`src/rtl/cricket_pkg.sv`:
```
// Shared types and default match parameters for the T20 innings sequencer.
package cricket_pkg;

  typedef enum logic [1:0] {
    ST_FIRST  = 2'd0,
    ST_BREAK  = 2'd1,
    ST_SECOND = 2'd2,
    ST_DONE   = 2'd3
  } state_e;

  localparam logic [2:0] OUT_WICKET = 3'd7;

  localparam int DEF_BALLS_PER_OVER = 6;
  localparam int DEF_MAX_OVERS      = 20;
  localparam int DEF_MAX_WICKETS    = 10;
  localparam int DEF_RUN_W          = 8;

  // Runs credited by one delivery; a wicket scores nothing.
  function automatic logic [2:0] runs_of(input logic [2:0] code);
    return (code == OUT_WICKET) ? 3'd0 : code;
  endfunction

endpackage

```
`src/rtl/innings_sequencer_over_counter.sv`:
```
// Ball-in-over / completed-overs counter pair, cleared between innings.
module over_counter
  import cricket_pkg::*;
#(
  parameter int BALLS_PER_OVER = DEF_BALLS_PER_OVER
) (
  input  logic       clk,
  input  logic       srst,
  input  logic       i_clear,
  input  logic       i_ball,
  output logic [2:0] o_ball_in_over,
  output logic [4:0] o_overs,
  output logic       o_over_complete
);

  localparam logic [2:0] LAST_BALL = 3'(BALLS_PER_OVER - 1);

  logic [2:0] r_ball;
  logic [4:0] r_overs;

  // Combinational so the sequencer can judge innings end on the same edge.
  assign o_over_complete = i_ball && (r_ball == LAST_BALL);

  always_ff @(posedge clk) begin
    if (srst || i_clear) begin
      r_ball  <= '0;
      r_overs <= '0;
    end else if (i_ball) begin
      if (o_over_complete) begin
        r_ball  <= '0;
        r_overs <= r_overs + 5'd1;
      end else begin
        r_ball <= r_ball + 3'd1;
      end
    end
  end

  assign o_ball_in_over = r_ball;
  assign o_overs        = r_overs;

endmodule

```
`src/rtl/innings_sequencer.sv`:
```
// T20 innings sequencer: score accumulation, innings FSM, chase target and result.
module innings_sequencer
  import cricket_pkg::*;
#(
  parameter int BALLS_PER_OVER = DEF_BALLS_PER_OVER,
  parameter int MAX_OVERS      = DEF_MAX_OVERS,
  parameter int MAX_WICKETS    = DEF_MAX_WICKETS,
  parameter int RUN_W          = DEF_RUN_W
) (
  input  logic             clk_fpga,
  input  logic             reset,
  input  logic             play,
  input  logic [2:0]       outcome,
  input  logic             teamSwitch,
  output logic [RUN_W-1:0] binaryruns,
  output logic [3:0]       binarywickets,
  output logic [2:0]       ball_in_over,
  output logic [4:0]       overs,
  output logic             innings,
  output logic [RUN_W:0]   target,
  output logic             inningOver,
  output logic             gameOver,
  output logic             winner,
  output logic             tie
);

  state_e           r_state;
  logic [RUN_W-1:0] r_runs;
  logic [3:0]       r_wickets;
  logic             r_innings;
  logic [RUN_W:0]   r_target;
  logic             r_inning_over;
  logic             r_game_over;
  logic             r_winner;
  logic             r_tie;

  logic             w_ball;
  logic             w_clear;
  logic             w_over_complete;
  logic [RUN_W:0]   w_sum;
  logic [RUN_W-1:0] w_runs_next;
  logic [3:0]       w_wickets_next;
  logic [RUN_W:0]   w_runs_plus1;
  logic             w_innings_end;
  logic             w_chase_won;
  logic             w_tie;

  assign w_ball  = play && (r_state == ST_FIRST || r_state == ST_SECOND);
  assign w_clear = (r_state == ST_BREAK) && teamSwitch;

  over_counter #(
    .BALLS_PER_OVER (BALLS_PER_OVER)
  ) u_over_counter (
    .clk             (clk_fpga),
    .srst            (reset),
    .i_clear         (w_clear),
    .i_ball          (w_ball),
    .o_ball_in_over  (ball_in_over),
    .o_overs         (overs),
    .o_over_complete (w_over_complete)
  );

  // One spare bit catches overflow so the runs counter saturates instead of wrapping.
  assign w_sum          = {1'b0, r_runs} + (RUN_W+1)'(runs_of(outcome));
  assign w_runs_next    = w_sum[RUN_W] ? {RUN_W{1'b1}} : w_sum[RUN_W-1:0];
  assign w_wickets_next = r_wickets + {3'b000, (outcome == OUT_WICKET)};
  assign w_runs_plus1   = {1'b0, w_runs_next} + (RUN_W+1)'(1);

  assign w_innings_end = (w_wickets_next == 4'(MAX_WICKETS)) ||
                         (w_over_complete && (overs == 5'(MAX_OVERS - 1)));
  assign w_chase_won   = ({1'b0, w_runs_next} >= r_target);
  assign w_tie         = (w_runs_plus1 == r_target);

  always_ff @(posedge clk_fpga) begin
    if (reset) begin
      r_state       <= ST_FIRST;
      r_runs        <= '0;
      r_wickets     <= '0;
      r_innings     <= 1'b0;
      r_target      <= '0;
      r_inning_over <= 1'b0;
      r_game_over   <= 1'b0;
      r_winner      <= 1'b0;
      r_tie         <= 1'b0;
    end else begin
      unique case (r_state)
        ST_FIRST: begin
          if (w_ball) begin
            r_runs    <= w_runs_next;
            r_wickets <= w_wickets_next;
            if (w_innings_end) begin
              r_state       <= ST_BREAK;
              r_target      <= w_runs_plus1;
              r_inning_over <= 1'b1;
            end
          end
        end
        ST_BREAK: begin
          if (teamSwitch) begin
            r_state       <= ST_SECOND;
            r_runs        <= '0;
            r_wickets     <= '0;
            r_innings     <= 1'b1;
            r_inning_over <= 1'b0;
          end
        end
        ST_SECOND: begin
          if (w_ball) begin
            r_runs    <= w_runs_next;
            r_wickets <= w_wickets_next;
            // Reaching the target wins even on the last ball or last wicket.
            if (w_chase_won) begin
              r_state       <= ST_DONE;
              r_inning_over <= 1'b1;
              r_game_over   <= 1'b1;
              r_winner      <= 1'b1;
              r_tie         <= 1'b0;
            end else if (w_innings_end) begin
              r_state       <= ST_DONE;
              r_inning_over <= 1'b1;
              r_game_over   <= 1'b1;
              r_winner      <= 1'b0;
              r_tie         <= w_tie;
            end
          end
        end
        ST_DONE: begin
        end
        default: r_state <= ST_FIRST;
      endcase
    end
  end

  assign binaryruns    = r_runs;
  assign binarywickets = r_wickets;
  assign innings       = r_innings;
  assign target        = r_target;
  assign inningOver    = r_inning_over;
  assign gameOver      = r_game_over;
  assign winner        = r_winner;
  assign tie           = r_tie;

endmodule

```
`config.mk`:
```
export PLATFORM = sky130hd
export DESIGN_NAME = innings_sequencer
export DESIGN_NICKNAME = d
export VERILOG_FILES = /design/src/rtl/cricket_pkg.sv /design/src/rtl/innings_sequencer_over_counter.sv /design/src/rtl/innings_sequencer.sv
export SDC_FILE = /design/constraint.sdc
export NUM_CORES = 1
export LEC_CHECK = 0
export ABC_AREA = 0
export CORE_MARGIN = 2
export CORE_UTILIZATION = 58
export CTS_CLUSTER_SIZE = 10
export DETAILED_ROUTE_END_ITERATION = 7
export HOLD_SLACK_MARGIN = 0.06
export PLACE_DENSITY = 0.84
export SYNTH_ARGS = -nofsm -noshare
export SYNTH_HDL_FRONTEND = slang
export SYNTH_SLANG_ARGS = --single-unit
```
`constraint.sdc`:
```
create_clock -name clk_fpga -period 12.9 [get_ports clk_fpga]
set_input_delay 2.58 -clock clk_fpga [delete_from_list [all_inputs] [get_ports clk_fpga]]
set_output_delay 2.58 -clock clk_fpga [all_outputs]
set_load 0.02 [all_outputs]
```
* Yosys cells after proc, flatten, opt, wreduce, memory -nomap -nowiden
Index checks and enable logic that the tools add are counted.
Storage, ports and cells: register bits 36, bits of input ports 7
Cells by class: add/sub/neg operators 5, magnitude comparators 1, equal/unequal tests 13, muxes and demuxes 28, reductions and logical operators 19
Operator list (number):
- $mux W8 | 3
- $pmux W8 S2 | 1
- $mux W2 | 6
- $mux W1 | 11
- $add A8 B1 Y9 const B | 1
- $add A8 B3 Y9 | 1
- $eq A9 B9 Y1 | 1
- $ge A8 B9 Y1 | 1
- $reduce_and A3 Y1 | 3
- $mux W4 | 2
- $pmux W4 S2 | 1
- $eq A3 B3 Y1 const B | 2
- $mux W3 | 2
- $ne A2 B1 Y1 const B | 3
- $pmux W2 S3 | 1
- $reduce_and A6 Y1 | 1
- $add A5 B1 Y5 const B | 1
- $eq A5 B5 Y1 const B | 1
- $add A4 B1 Y4 | 1
- $eq A4 B4 Y1 const B | 1
- $logic_and A1 B1 Y1 | 4
- $ne A2 B2 Y1 const B | 2
- $reduce_and A2 Y1 | 2
- $reduce_and A4 Y1 | 1
- other kinds (10) | 13

* Logic depth before layout (Yosys ltp)
Gate-level depths: netlist (run 1).
word-level depth 10, gate-level depth with buffers 17

* Cells and area by module
Synthesis (run 1) repeated with hierarchy kept, for this count alone.
Second synthesis, totals: cells, all modules 294, area, all modules 2519.9 um2
Modules (own cells, without submodules):
- innings_sequencer | instances 1, cells each 253, area each 2147.1 um2, sequential area each 560.5 um2
- over_counter | instances 1, cells each 41, area each 372.9 um2, sequential area each 160.2 um2

* Least setup slack after synthesis (run 1)
No wires, ideal clock.
path type input port to flip-flop, start point in outcome[2], end point reg r_tie (netlist: tie), arrival time 6062 ps, path slack 6751 ps, stages on the path 16, path buffers 1, cell sequence and3_1 nor2b_1 ha_1 fa_1 buf_2 a21oi_2 nor3_1 or2_2 ha_1 or4_1 a21oi_1 o32ai_1 nor4_1 nand4b_1 or4_1 o31ai_1
Between the ends: longest elaborated chain between the ends 8, elaborated cells between the ends (all ways) 14, those cells by class add/sub: 3; order compare: 1; eq/ne: 3; mux: 4; reduce/logical: 3
RTL lines:
- start: declaration | RTL line innings_sequencer.sv:13 | input logic [2:0] outcome,
- $eq A3 B3 Y1 | RTL line cricket_pkg.sv:20, innings_sequencer.sv:66
- $mux W3 | RTL line cricket_pkg.sv:20 | return (code == OUT_WICKET) ? 3'd0 : code;
- $add A8 B3 Y9 | RTL line innings_sequencer.sv:64 | assign w_sum = {1'b0, r_runs} + (RUN_W+1)'(runs_of(outcome));
- $mux W8 | RTL line innings_sequencer.sv:65 | assign w_runs_next = w_sum[RUN_W] ? {RUN_W{1'b1}} : w_sum[RUN_W-1:0];
- $add A8 B1 Y9 | RTL line innings_sequencer.sv:67 | assign w_runs_plus1 = {1'b0, w_runs_next} + (RUN_W+1)'(1);
- $eq A9 B9 Y1 | RTL line innings_sequencer.sv:72 | assign w_tie = (w_runs_plus1 == r_target);
- $mux W1 | RTL line innings_sequencer.sv:118 | end else if (w_innings_end) begin
- $mux W1 | RTL line innings_sequencer.sv:112 | if (w_chase_won) begin
- end signal: assignment | RTL line innings_sequencer.sv:123 | r_tie <= w_tie;
- end: declaration | RTL line innings_sequencer.sv:35 | logic r_tie;
Parallel ways exist; a longest one is shown, timed or not. The select of a mux whose other input is x is not followed. A chain may end at the register's enable or synchronous reset.

* Worst setup path after layout (run 1)
start point in outcome[0], end point reg r_tie (netlist: tie)
The elaborated chain is that of the path after synthesis.

==> reports/summary.txt, run 1 <==
Number of buffers added by the clock tree synthesis step: 5
Drt total wl: 5708 µm
Setup_tns: 0 ns
Outcome: finished, final reports clean
Maximum clock frequency: 148.1 MHz
Detailed Routing Iterations Pass 1: 4
Number of enable-type register cells in the synthesized netlist: 0
First-pass GRT wire length: 9321 µm
Standard cell area after detailed placement: 0.002912 mm²
CTS H-tree lvls: 2
Total number of nets in the final design: 361
Number of nets in the synthesized netlist: 327
Clk_lat worst skew: 0.30 ns
Number of remaining DRC errors: 0
Hold bufs inserted after CTS: 0
Vias/cell: 6.050
Routing usage on met2: 35.56%
Worst slew pin tran: 1.097 ns
Critical path class: input pin to flop
Total power after layout: 0.2696 mW
Max-slew violations: 0
Die Y-Extent: 69.82 µm
Biggest area consumer among synthesized cells: dfxtp_1
Netlist Area Pre-Place: 0.002512 mm²
Global placement routability congestion: 0.9115
Number of placed I/O pins: 41
Setup crit start kind: input pin
Starting density of the core: 61.48%
Count of buffers inserted at the top-level ports: 40
Leak pwr: 1.111 nW
Max-slew headroom: 26.63%
Clock transition at the register clock pins on the worst setup and hold paths after CTS: 0.07 ns
Fraction of layout cells with a size suffix above 1: 7.831%
Number of global-route vias before repair: 1,971
Design Area, Final: 0.003023 mm²
Most used DFF post-synth: dfxtp_1
Initial antenna violation count: 0
Global-route congestion overflow total: 0
Global Route Usage Sum: 23.41%
Maximum number of pins on one net before global-route repair: 31
Worst Setup Slack, final: 6.149 ns
Most frequently used cell type in the post-synthesis netlist: nor2_1
Number of synthesized register bits: 36
Floorplan Core Area: 0.004086 mm²
Unrepaired setup endpoints after global routing: no
Number of fill cells: 313
Detail Placement HPWL: 4210 µm
Arrival @ worst endpoint: 6.95 ns
Endpoints failing setup: 0
Met3 capacity usage during global routing: 4.797%
Data required time at the worst endpoint: 13.10 ns
Layout overhead on the synthesized area: 20.32%
Power Density: 89.18 mW/mm²
Total clock sinks: 36
Unique cell type count in the Yosys netlist: 55
Largest fanout of any net on the critical path: 10
Number of synthesis warnings: 0
Synth top area share: 28.69%
Post-route minimum period: 6.751 ns
Post-synthesis average cell area: 8.459 µm²
Number of instances in the synthesized netlist: 297
Average wire length per cell after detail routing: 14.94 µm
Clock tree from TritonCTS: done
Top post-synthesis cells by area: dfxtp_1 29%, ha_1 11%, nor2_1 6.0%
DIE AREA: 0.004874 mm²
Post-CTS sizing: 0
Critical path endpoint category: flop
Diodes inserted: 0
Minimum setup slack after placement: 5.869 ns
Clock root buffer: clkbuf_8
M1 GR Usage: 33.00%
Min-delay worst type: flop to flop
Sequential area share after synthesis: 28.69%
Antenna Violating Nets Remaining: 0
Number of max-cap violations: 0
Asr flop ratio synth: 0%
Die span in x: 69.82 µm
Leading cell types by count after synthesis: 40 x nor2_1, 36 x dfxtp_1, 22 x ha_1
IR drop worst, VDD: 0.08561 mV
Number of cell rows: 23
Largest clock skew in the final design: 0.006686 ns
Number of hold violations in the final report: 0
Share of the clock period used by the worst path after layout: 52.33%
Maximum count of clock buffers along a single path: 2
Routed via count: 2,311
Post-CTS setup repair buffer count: 0
Highest-utilization routing layer at the global route stage: met2
Detailed Route Iter0 Violations: 186
## state kept, by name (all words and copies together) (netlist names), 2 cells and up
name,count
u_over_counter.o_overs,5
u_over_counter.o_ball_in_over,3
target,9
binarywickets,4
binaryruns,8
r_state,2
## kinds of logic (layout without fill, tap and decap cells)
group,Yosys count,in the layout,synth area share (%)
AOI/OAI and AO/OA,69,69,19.12
xor gates and xnor gates,21,21,7.321
adders and majority gates,23,23,11.75
buffers and inverters,28,63,4.780
DFF,36,36,28.69
muxes,14,14,5.727
and+or+nand+nor,106,106,22.61
## where the power goes
| group | internal (mW) | switching [mW] | total, mW |
|---|---|---|---|
| Combinational | 0.0222 | 0.0314 | 0.0536 |
| Sequential | 0.113 | 0.00239 | 0.115 |
| Clock | 0.0572 | 0.0436 | 0.101 |
## layout by cell type (no fill, tap or decap), types with 3 or more instances in the layout
master           synthesis  layout
xnor2_1                 14      14
nand2b_1                 5       5
nor2_1                  40      40
nor3_1                   9       9
dfxtp_1                 36      36
or2_2                    3       3
clkdlybuf4s50_1          0      40
and4bb_2                 4       4
nor2b_1                  4       4
clkbuf_8                 0       5
o21ai_0                  4       4
a31oi_1                  3       3
a22oi_1                 10      10
mux2i_1                 13      13
nand4_1                  3       3
a21o_1                   4       4
ha_1                    22      22
xor2_1                   7       7
a21oi_1                 21      21
inv_1                   15      15
o21a_1                   3       3
nand2_1                 13      13
o32ai_1                  3       3
nand3_1                  4       4
a211oi_1                 5       5
nand4b_1                 3       3
## metal layers
metal,vias to the layer above,wire [µm]
li1,1145,-
met1,1082,2701
met2,73,2575
met3,11,326
met4,0,105
met5,-,0
## layout make-up
| type | instances | area, µm² | share of cell area (%) |
|---|---|---|---|
| clock inverters | 3 | 42.54 | 1.407 |
| repair buffers | 40 | 400.4 | 13.25 |
| inverters | 15 | 56.30 | 1.863 |
| flip-flops and latches | 36 | 720.7 | 23.84 |
| well taps | 50 | 62.56 | 2.070 |
| multi-input cells | 233 | 1672 | 55.30 |
| clock buffers | 5 | 68.82 | 2.276 |
## worst max-delay path, stage by stage
cell,delay (ns)
clkdlybuf4s50_1,0.49
and3_1,0.20
nor2b_1,0.06
ha_1,0.21
fa_1,0.53
a21oi_2,0.36
nor3_1,0.14
or2_2,0.33
ha_1,0.21
or4_1,0.53
a21oi_1,0.14
o32ai_1,0.16
nor4_1,0.26
nand4b_1,0.11
or4_1,0.41
o31ai_1,0.23
## through the flow
step / util, % / instances / hold slack, ns
after floorplan: - / 297 / 0.4862
after global placement: 71.25 / 374 / 0.4579
after detailed placement: 71.25 / 374 / 0.4654
after CTS: 73.97 / 382 / 0.4930
after global routing: 73.97 / 382 / 0.5392
final: 73.97 / 382 / 0.4861
## worst paths after layout
path | cells after the start | endpoint | slack (ns) | startpoint
hold / removal | 2 | gameOver$_SDFFE_PP0P_ | 0.49 | gameOver$_SDFFE_PP0P_
setup reg to reg | 13 | tie$_SDFFE_PP0P_ | 8.82 | binaryruns[0]$_SDFFE_PP0P_
hold reg to reg | 2 | gameOver$_SDFFE_PP0P_ | 0.49 | gameOver$_SDFFE_PP0P_
setup / recovery | 16 | tie$_SDFFE_PP0P_ | 6.15 | outcome[0]
Note: power is estimated with default switching activity, not from simulation.
==> run 2, diff against run 1 <==
--- a/config.mk
+++ b/config.mk
@@ -7,11 +7,11 @@
 export LEC_CHECK = 0
 export ABC_AREA = 0
 export CORE_MARGIN = 2
-export CORE_UTILIZATION = 58
+export CORE_UTILIZATION = 49
 export CTS_CLUSTER_SIZE = 10
 export DETAILED_ROUTE_END_ITERATION = 7
 export HOLD_SLACK_MARGIN = 0.06
-export PLACE_DENSITY = 0.84
+export PLACE_DENSITY = 0.75
 export SYNTH_ARGS = -nofsm -noshare
 export SYNTH_HDL_FRONTEND = slang
 export SYNTH_SLANG_ARGS = --single-unit
==> constraint.sdc (replaced) <==
create_clock -name clk_fpga -period 5.58 [get_ports clk_fpga]
set_input_delay 1.116 -clock clk_fpga [delete_from_list [all_inputs] [get_ports clk_fpga]]
set_output_delay 1.116 -clock clk_fpga [all_outputs]
set_load 0.02 [all_outputs]
==> reports/summary.txt, run 2 (synthesis gave the netlist of run 1 again) <==
Outcome: finished, final reports clean (unchanged)
Number of hold violations in the final report: 0 (unchanged)
Number of remaining DRC errors: 0 (unchanged)
DIE AREA: 0.005716 mm² (was 0.004874 mm²)
Detailed Routing Iterations Pass 1: 4 (unchanged)
Global Route Usage Sum: 21.68% (was 23.41%)
Max-slew violations: 0 (unchanged)
Maximum number of pins on one net before global-route repair: 31 (unchanged)
Register area: 720.7 µm² (unchanged)
Share of the clock period used by the worst path after layout: 91.49%
Timing startpoint of the critical path: outcome[0] (unchanged)
Average wire length per cell after detail routing: 13.99 µm (was 14.94 µm)
Largest fanout of any net on the critical path: 10 (unchanged)
Number of global-route vias before repair: 2,104 (was 1,971)
Min-delay worst type: flop to flop (unchanged)
Clock transition at the register clock pins on the worst setup and hold paths after CTS: 0.08 ns (was 0.07 ns)
First-pass GRT wire length: 9646 µm (was 9321 µm)
Die Y-Extent: 75.61 µm (was 69.82 µm)
Floorplan Core Area: 0.005042 mm² (was 0.004086 mm²)
Post-route minimum period: 5.105 ns
Endpoints failing setup: 0 (unchanged)
Layout overhead on the synthesized area: 22.26% (was 20.32%)
Global placement routability congestion: 0.9395 (was 0.9115)
Count of buffers inserted at the top-level ports: 40 (unchanged)
Capturing element of the worst setup path: tie$_SDFFE_PP0P_ (unchanged)
Number of buffers added by the clock tree synthesis step: 5 (unchanged)
Max-slew headroom: 44.62% (was 26.63%)
CTS H-tree lvls: 2 (unchanged)
Number of flip-flops in the largest register: 9 (unchanged)
Hold bufs inserted after CTS: 0 (unchanged)
Unrepaired setup endpoints after global routing: no (unchanged)
Starting density of the core: 49.83% (was 61.48%)
Startpoint of the worst hold path: gameOver$_SDFFE_PP0P_ (unchanged)
Total clock sinks: 36 (unchanged)
IR drop worst, VDD: 0.1160 mV (was 0.08561 mV)
Die span in x: 75.61 µm (was 69.82 µm)
Number of fill cells: 458 (was 313)
Total power after layout: 0.5961 mW (was 0.2696 mW)
Clock root buffer: clkbuf_8 (unchanged)
Critical path endpoint category: flop (unchanged)
Number of cells after detailed placement: 399 (was 374)
Data required time at the worst endpoint: 5.78 ns (was 13.10 ns)
Total number of nets in the final design: 366 (was 361)
Diodes inserted: 0 (unchanged)
Number of placed I/O pins: 41 (unchanged)
Detailed Route Iter0 Violations: 138 (was 186)
Number of cell rows: 26 (was 23)
Reg-to-reg endpoint: tie$_SDFFE_PP0P_ (unchanged)
Drt total wl: 5692 µm (was 5708 µm)
Clock tree from TritonCTS: done (unchanged)
Post-CTS sizing: 0 (unchanged)
Critical path class: input pin to flop (unchanged)
Worst slew pin tran: 0.8276 ns (was 1.097 ns)
Startpoint of the most critical register-to-register path: binaryruns[0]$_SDFFE_PP0P_ (unchanged)
Global-route congestion overflow total: 0 (unchanged)
Post-CTS setup repair buffer count: 0 (unchanged)
Reg2Reg Setup Slack: 1.71 ns (was 8.82 ns)
Fraction of layout cells with a size suffix above 1: 9.199% (was 7.831%)
Largest clock skew in the final design: 0.007815 ns (was 0.006686 ns)
Initial antenna violation count: 0 (unchanged)
Detail Placement HPWL: 4247 µm (was 4210 µm)
Number of max-cap violations: 0 (unchanged)
Worst Reg-to-Reg Cells: 15 (was 13)
Fin util: 60.92% (was 73.97%)
Area of combinational cells with multiple inputs: 0.001672 mm² (unchanged)
Arrival @ worst endpoint: 5.31 ns (was 6.95 ns)
Smallest hold slack: 0.4778 ns (was 0.4861 ns)
Maximum clock frequency: 195.9 MHz
Most frequent cells in the layout: 40 x nor2_1, 40 x clkdlybuf4s50_1, 36 x dfxtp_1, 22 x ha_1, 21 x a21oi_1 (unchanged)
Setup_tns: 0 ns (unchanged)
Final standard cell count with taps included and fillers excluded: 407 (was 382)
Routed via count: 2,310 (was 2,311)
Leak pwr: 1.125 nW (was 1.111 nW)
Vias/cell: 5.676 (was 6.050)
Power Density: 194.0 mW/mm² (was 89.18 mW/mm²)
Maximum count of clock buffers along a single path: 2 (unchanged)
Clk_lat worst skew: 0.29 ns (was 0.30 ns)
Antenna Violating Nets Remaining: 0 (unchanged)
Setup crit start kind: input pin (unchanged)
## run 2: cell types whose count changed in the layout (fill, tap and decap cells not counted)
cell        previous run  this run
buf_4                  0         5
bufinv_16              1         0
clkbuf_8               5         6
clkinv_2               1         0
clkinvlp_4             1         2
## run 2: worst min-delay path by stage
stage                              endpoint  slack (ns)  cells after the start
floorplan           r_state[0]$_SDFFE_PP0P_        0.49                      2
global placement      gameOver$_SDFFE_PP0P_        0.45                      2
detailed placement     innings$_SDFFE_PP0P_        0.47                      2
CTS                    innings$_SDFFE_PP0P_        0.49                      2
global route          gameOver$_SDFFE_PP0P_        0.52                      2
finish                gameOver$_SDFFE_PP0P_        0.48                      2
## run 2: layer usage
| layer | global-route usage, % | vias to the layer above | part of all wire (%) |
|---|---|---|---|
| li1 | - | 1149 | - |
| met1 | 27.44 | 1093 | 45 |
| met2 | 36.71 | 60 | 49 |
| met3 | 3.968 | 8 | 4.3 |
| met4 | 8.187 | 0 | 1.7 |
| met5 | 0 | - | 0 |
## run 2: stage by stage
step	area [µm²]	setup slack, ns
6_report	3072	0.4749
2_1_floorplan	2512	0.8949
4_1_cts	3072	0.5178
3_3_place_gp	2974	0.3482
3_5_place_dp	2974	0.2235
5_1_grt	3072	0.1988
## run 2: critical path: stages
cell and delay (ns):
clkdlybuf4s50_1 0.49, and3_1 0.22, nor2b_1 0.07, ha_1 0.22, fa_1 0.55, a21oi_2 0.22, nor3_1 0.09, or2_2 0.32
ha_1 0.21, or4_1 0.51, a21oi_1 0.13, o32ai_1 0.16, nor4_1 0.27, nand4b_1 0.12, or4_1 0.42, o31ai_1 0.19
## run 2: area by class of cell
class,count,share of cell area (%)
multi-input cells,233,54.42
flip-flops and latches,36,23.46
repair buffers,45,14.26
well taps,70,2.851
clock buffers,6,2.688
inverters,15,1.833
clock inverters,2,0.4888
## run 2: power breakdown
part | switching [mW] | internal, mW
registers | 0.00567 | 0.261
logic | 0.0732 | 0.0547
clock network | 0.101 | 0.100
==> run 3, diff against run 2 <==
--- a/config.mk
+++ b/config.mk
@@ -7,11 +7,11 @@
 export LEC_CHECK = 0
 export ABC_AREA = 0
 export CORE_MARGIN = 2
-export CORE_UTILIZATION = 49
+export CORE_UTILIZATION = 54
 export CTS_CLUSTER_SIZE = 10
 export DETAILED_ROUTE_END_ITERATION = 7
 export HOLD_SLACK_MARGIN = 0.06
-export PLACE_DENSITY = 0.75
+export PLACE_DENSITY = 0.79
 export SYNTH_ARGS = -nofsm -noshare
 export SYNTH_HDL_FRONTEND = slang
 export SYNTH_SLANG_ARGS = --single-unit
==> constraint.sdc (replaced) <==
create_clock -name clk_fpga -period 4.7 [get_ports clk_fpga]
set_input_delay 0.94 -clock clk_fpga [delete_from_list [all_inputs] [get_ports clk_fpga]]
set_output_delay 0.94 -clock clk_fpga [all_outputs]
set_load 0.02 [all_outputs]
==> reports/summary.txt, run 3 (synthesis gave the netlist of run 1 again) <==
Maximum count of clock buffers along a single path: 2 (unchanged)
Starting density of the core: 56.92% (was 49.83%)
Detail Placement HPWL: 4548 µm (was 4247 µm)
Leak pwr: 1.295 nW (was 1.125 nW)
Clk_lat worst skew: 0.29 ns (about the same)
Crit path buf inv count: 2 (was 1)
Number of max-cap violations: 0 (unchanged)
Max-slew violations: 0 (unchanged)
Largest fanout of any net on the critical path: 3 (was 10)
Largest clock skew in the final design: 0.003380 ns (was 0.007815 ns)
Number of hold violations in the final report: 0 (unchanged)
Critical path class: input pin to flop (unchanged)
Power Density: 224.5 mW/mm² (was 194.0 mW/mm²)
Maximum number of pins on one net before global-route repair: 31 (unchanged)
CTS H-tree lvls: 2 (unchanged)
Fraction of layout cells with a size suffix above 1: 19.56% (was 9.199%)
Number of flip-flops in the largest register: 9 (unchanged)
Diodes inserted: 0 (unchanged)
Initial antenna violation count: 0 (unchanged)
Clock tree from TritonCTS: done (unchanged)
Setup crit start kind: input pin (unchanged)
Most frequent cells in the layout: 39 x nor2_1, 37 x clkdlybuf4s50_1, 36 x dfxtp_1, 30 x buf_4, 20 x ha_1 (was 40 x nor2_1, 40 x clkdlybuf4s50_1, 36 x dfxtp_1, 22 x ha_1, 21 x a21oi_1)
Endpoints failing setup: 0 (unchanged)
Clock transition at the register clock pins on the worst setup and hold paths after CTS: 0.07 ns (was 0.08 ns)
Die span in x: 72.21 µm (was 75.61 µm)
Most frequent standard cell in the layout excluding fill and tap cells: nor2_1
Outcome: finished, final reports clean (unchanged)
Crit-path leading delay family: simple AND/OR/NAND/NOR gates (unchanged)
Reg2Reg Setup Slack: 1.08 ns (was 1.71 ns)
Number of placed I/O pins: 41 (unchanged)
Layout overhead on the synthesized area: 32.57% (was 22.26%)
Global placement routability congestion: 0.8989 (was 0.9395)
Die Y-Extent: 72.21 µm (was 75.61 µm)
Minimum setup slack after placement: -0.2838 ns (was 0.2235 ns)
Max-slew headroom: 43.74% (was 44.62%)
Routed via count: 2,398 (was 2,310)
Number of fill cells: 323 (was 458)
Number of cell rows: 24 (was 26)
Top cell by count, worst path: ha_2
Vias/cell: 5.778 (was 5.676)
Reg-to-reg endpoint: tie$_SDFFE_PP0P_ (unchanged)
Floorplan Core Area: 0.004414 mm² (was 0.005042 mm²)
Drt total wl: 6219 µm (was 5692 µm)
Cells along the critical path: dlymetal6s2s_1 > buf_4 > nor2b_2 > ha_2 > fa_2 > a21oi_4 > nor3_2 > or2_2 > ha_2 > or4_4 > a21oi_2 > o32ai_2 > nor4_2 > nand4b_1 > or4_1 > o31ai_2 (was clkdlybuf4s50_1 > and3_1 > nor2b_1 > ha_1 > fa_1 > a21oi_2 > nor3_1 > or2_2 > ha_1 > or4_1 > a21oi_1 > o32ai_1 > nor4_1 > nand4b_1 > or4_1 > o31ai_1)
Design Area, Final: 0.003331 mm² (was 0.003072 mm²)
Min-delay worst type: flop to flop (unchanged)
Number of remaining DRC errors: 0 (unchanged)
IR drop worst, VDD: 0.2270 mV (was 0.1160 mV)
Total number of nets in the final design: 392 (was 366)
Data required time at the worst endpoint: 4.90 ns (was 5.78 ns)
Total clock sinks: 36 (unchanged)
Startpoint of the worst hold path: gameOver$_SDFFE_PP0P_ (unchanged)
Standard cell area after detailed placement: 0.003132 mm² (was 0.002974 mm²)
Share of the clock period used by the worst path after layout: 92.48%
Count of buffers inserted at the top-level ports: 40 (unchanged)
Worst Setup Slack, final: 0.3535 ns (was 0.4749 ns)
Number of buffers added by the clock tree synthesis step: 5 (unchanged)
Worst path max stage delay: 0.53 ns (was 0.55 ns)
Unrepaired setup endpoints after global routing: no (unchanged)
Global Route Usage Sum: 23.84% (was 21.68%)
First-pass GRT wire length: 9894 µm (was 9646 µm)
Average wire length per cell after detail routing: 14.99 µm (was 13.99 µm)
Post-route minimum period: 4.346 ns
DIE AREA: 0.005214 mm² (was 0.005716 mm²)
Worst path slowest cell: or4_4 (was fa_1)
Total power after layout: 0.7478 mW (was 0.5961 mW)
Antenna Violating Nets Remaining: 0 (unchanged)
Sink of the worst hold path: gameOver$_SDFFE_PP0P_ (unchanged)
Detailed Route Iter0 Violations: 149 (was 138)
Clock root buffer: clkbuf_8 (unchanged)
Worst Reg-to-Reg Cells: 13 (was 15)
Worst slew pin tran: 0.8408 ns (was 0.8276 ns)
Detailed Routing Iterations Pass 1: 7 (was 4)
Cells on Worst Hold Path: 2 (unchanged)
Maximum clock frequency: 230.1 MHz
Global-route congestion overflow total: 0 (unchanged)
Number of global-route vias before repair: 2,171 (was 2,104)
Arrival @ worst endpoint: 4.55 ns (was 5.31 ns)
Critical path endpoint category: flop (unchanged)
Startpoint of the most critical register-to-register path: binaryruns[0]$_SDFFE_PP0P_ (unchanged)
==> run 3: stage by stage <==
step	util (%)	TNS [ns]	hold WS (ns)	cells
after floorplan	-	0	0.4862	297
after global placement	70.95	-0.2239	0.4457	405
after detailed placement	70.95	-0.7792	0.4561	405
after CTS	73.24	0	0.4733	413
after global routing	75.45	0	0.5224	415
final	75.45	0	0.4683	415
==> run 3: cell type report <==
type / instances / area [µm²] / share of cell area [%]
Clock buffer: 8 / 90.09 / 2.705
Inverter: 15 / 56.30 / 1.690
Multi-Input combinational cell: 233 / 1754 / 52.67
Sequential cell: 36 / 720.7 / 21.64
Tap cell: 52 / 65.06 / 1.953
Timing Repair Buffer: 71 / 644.4 / 19.35
==> run 3: what timing repair did <==
action | 4_1_cts | 5_1_grt
endpoints found under the setup margin | 1 | 3
hold buffers | 0 | 0
pin swaps | 1 | 11
setup buffers | 0 | 2
endpoints found under the hold margin | 0 | 0
resized for setup | 3 | 19
==> run 3: worst max path at each step <==
stage | cells after the start | to | slack [ns] | start
6_report | 16 | tie$_SDFFE_PP0P_ | 0.35 | outcome[0]
3_5_place_dp | 16 | tie$_SDFFE_PP0P_ | -0.28 | outcome[2]
4_1_cts | 16 | tie$_SDFFE_PP0P_ | 0.002 | outcome[2]
5_1_grt | 17 | tie$_SDFFE_PP0P_ | 0.21 | outcome[0]
3_3_place_gp | 18 | r_state[1]$_SDFFE_PP0P_ | -0.09 | outcome[2]
2_1_floorplan | 16 | tie$_SDFFE_PP0P_ | 0.19 | outcome[2]
==> run 3: tightest hold or removal path, delay by kind of cell (launching register included) <==
| family | cells | cell delay [ns] |
|---|---|---|
| AND/OR/NAND/NOR | 2 | 0.11 |
| flip-flops | 1 | 0.33 |
==> run 3: where the power goes <==
part	switching (mW)	internal [mW]	leakage [nW]
Combinational	0.103	0.100	0.958
Sequential	0.00695	0.310	0.291
Clock	0.108	0.120	0.0455
==> run 3: layer usage <==
metal  up-vias  global-route usage, %  share of wire, %
li1       1203                      -                 -
met1      1115                  29.64                44
met2        67                  41.49                49
met3        13                  4.861               5.0
met4         0                  7.128               2.1
met5         -                      0                 0
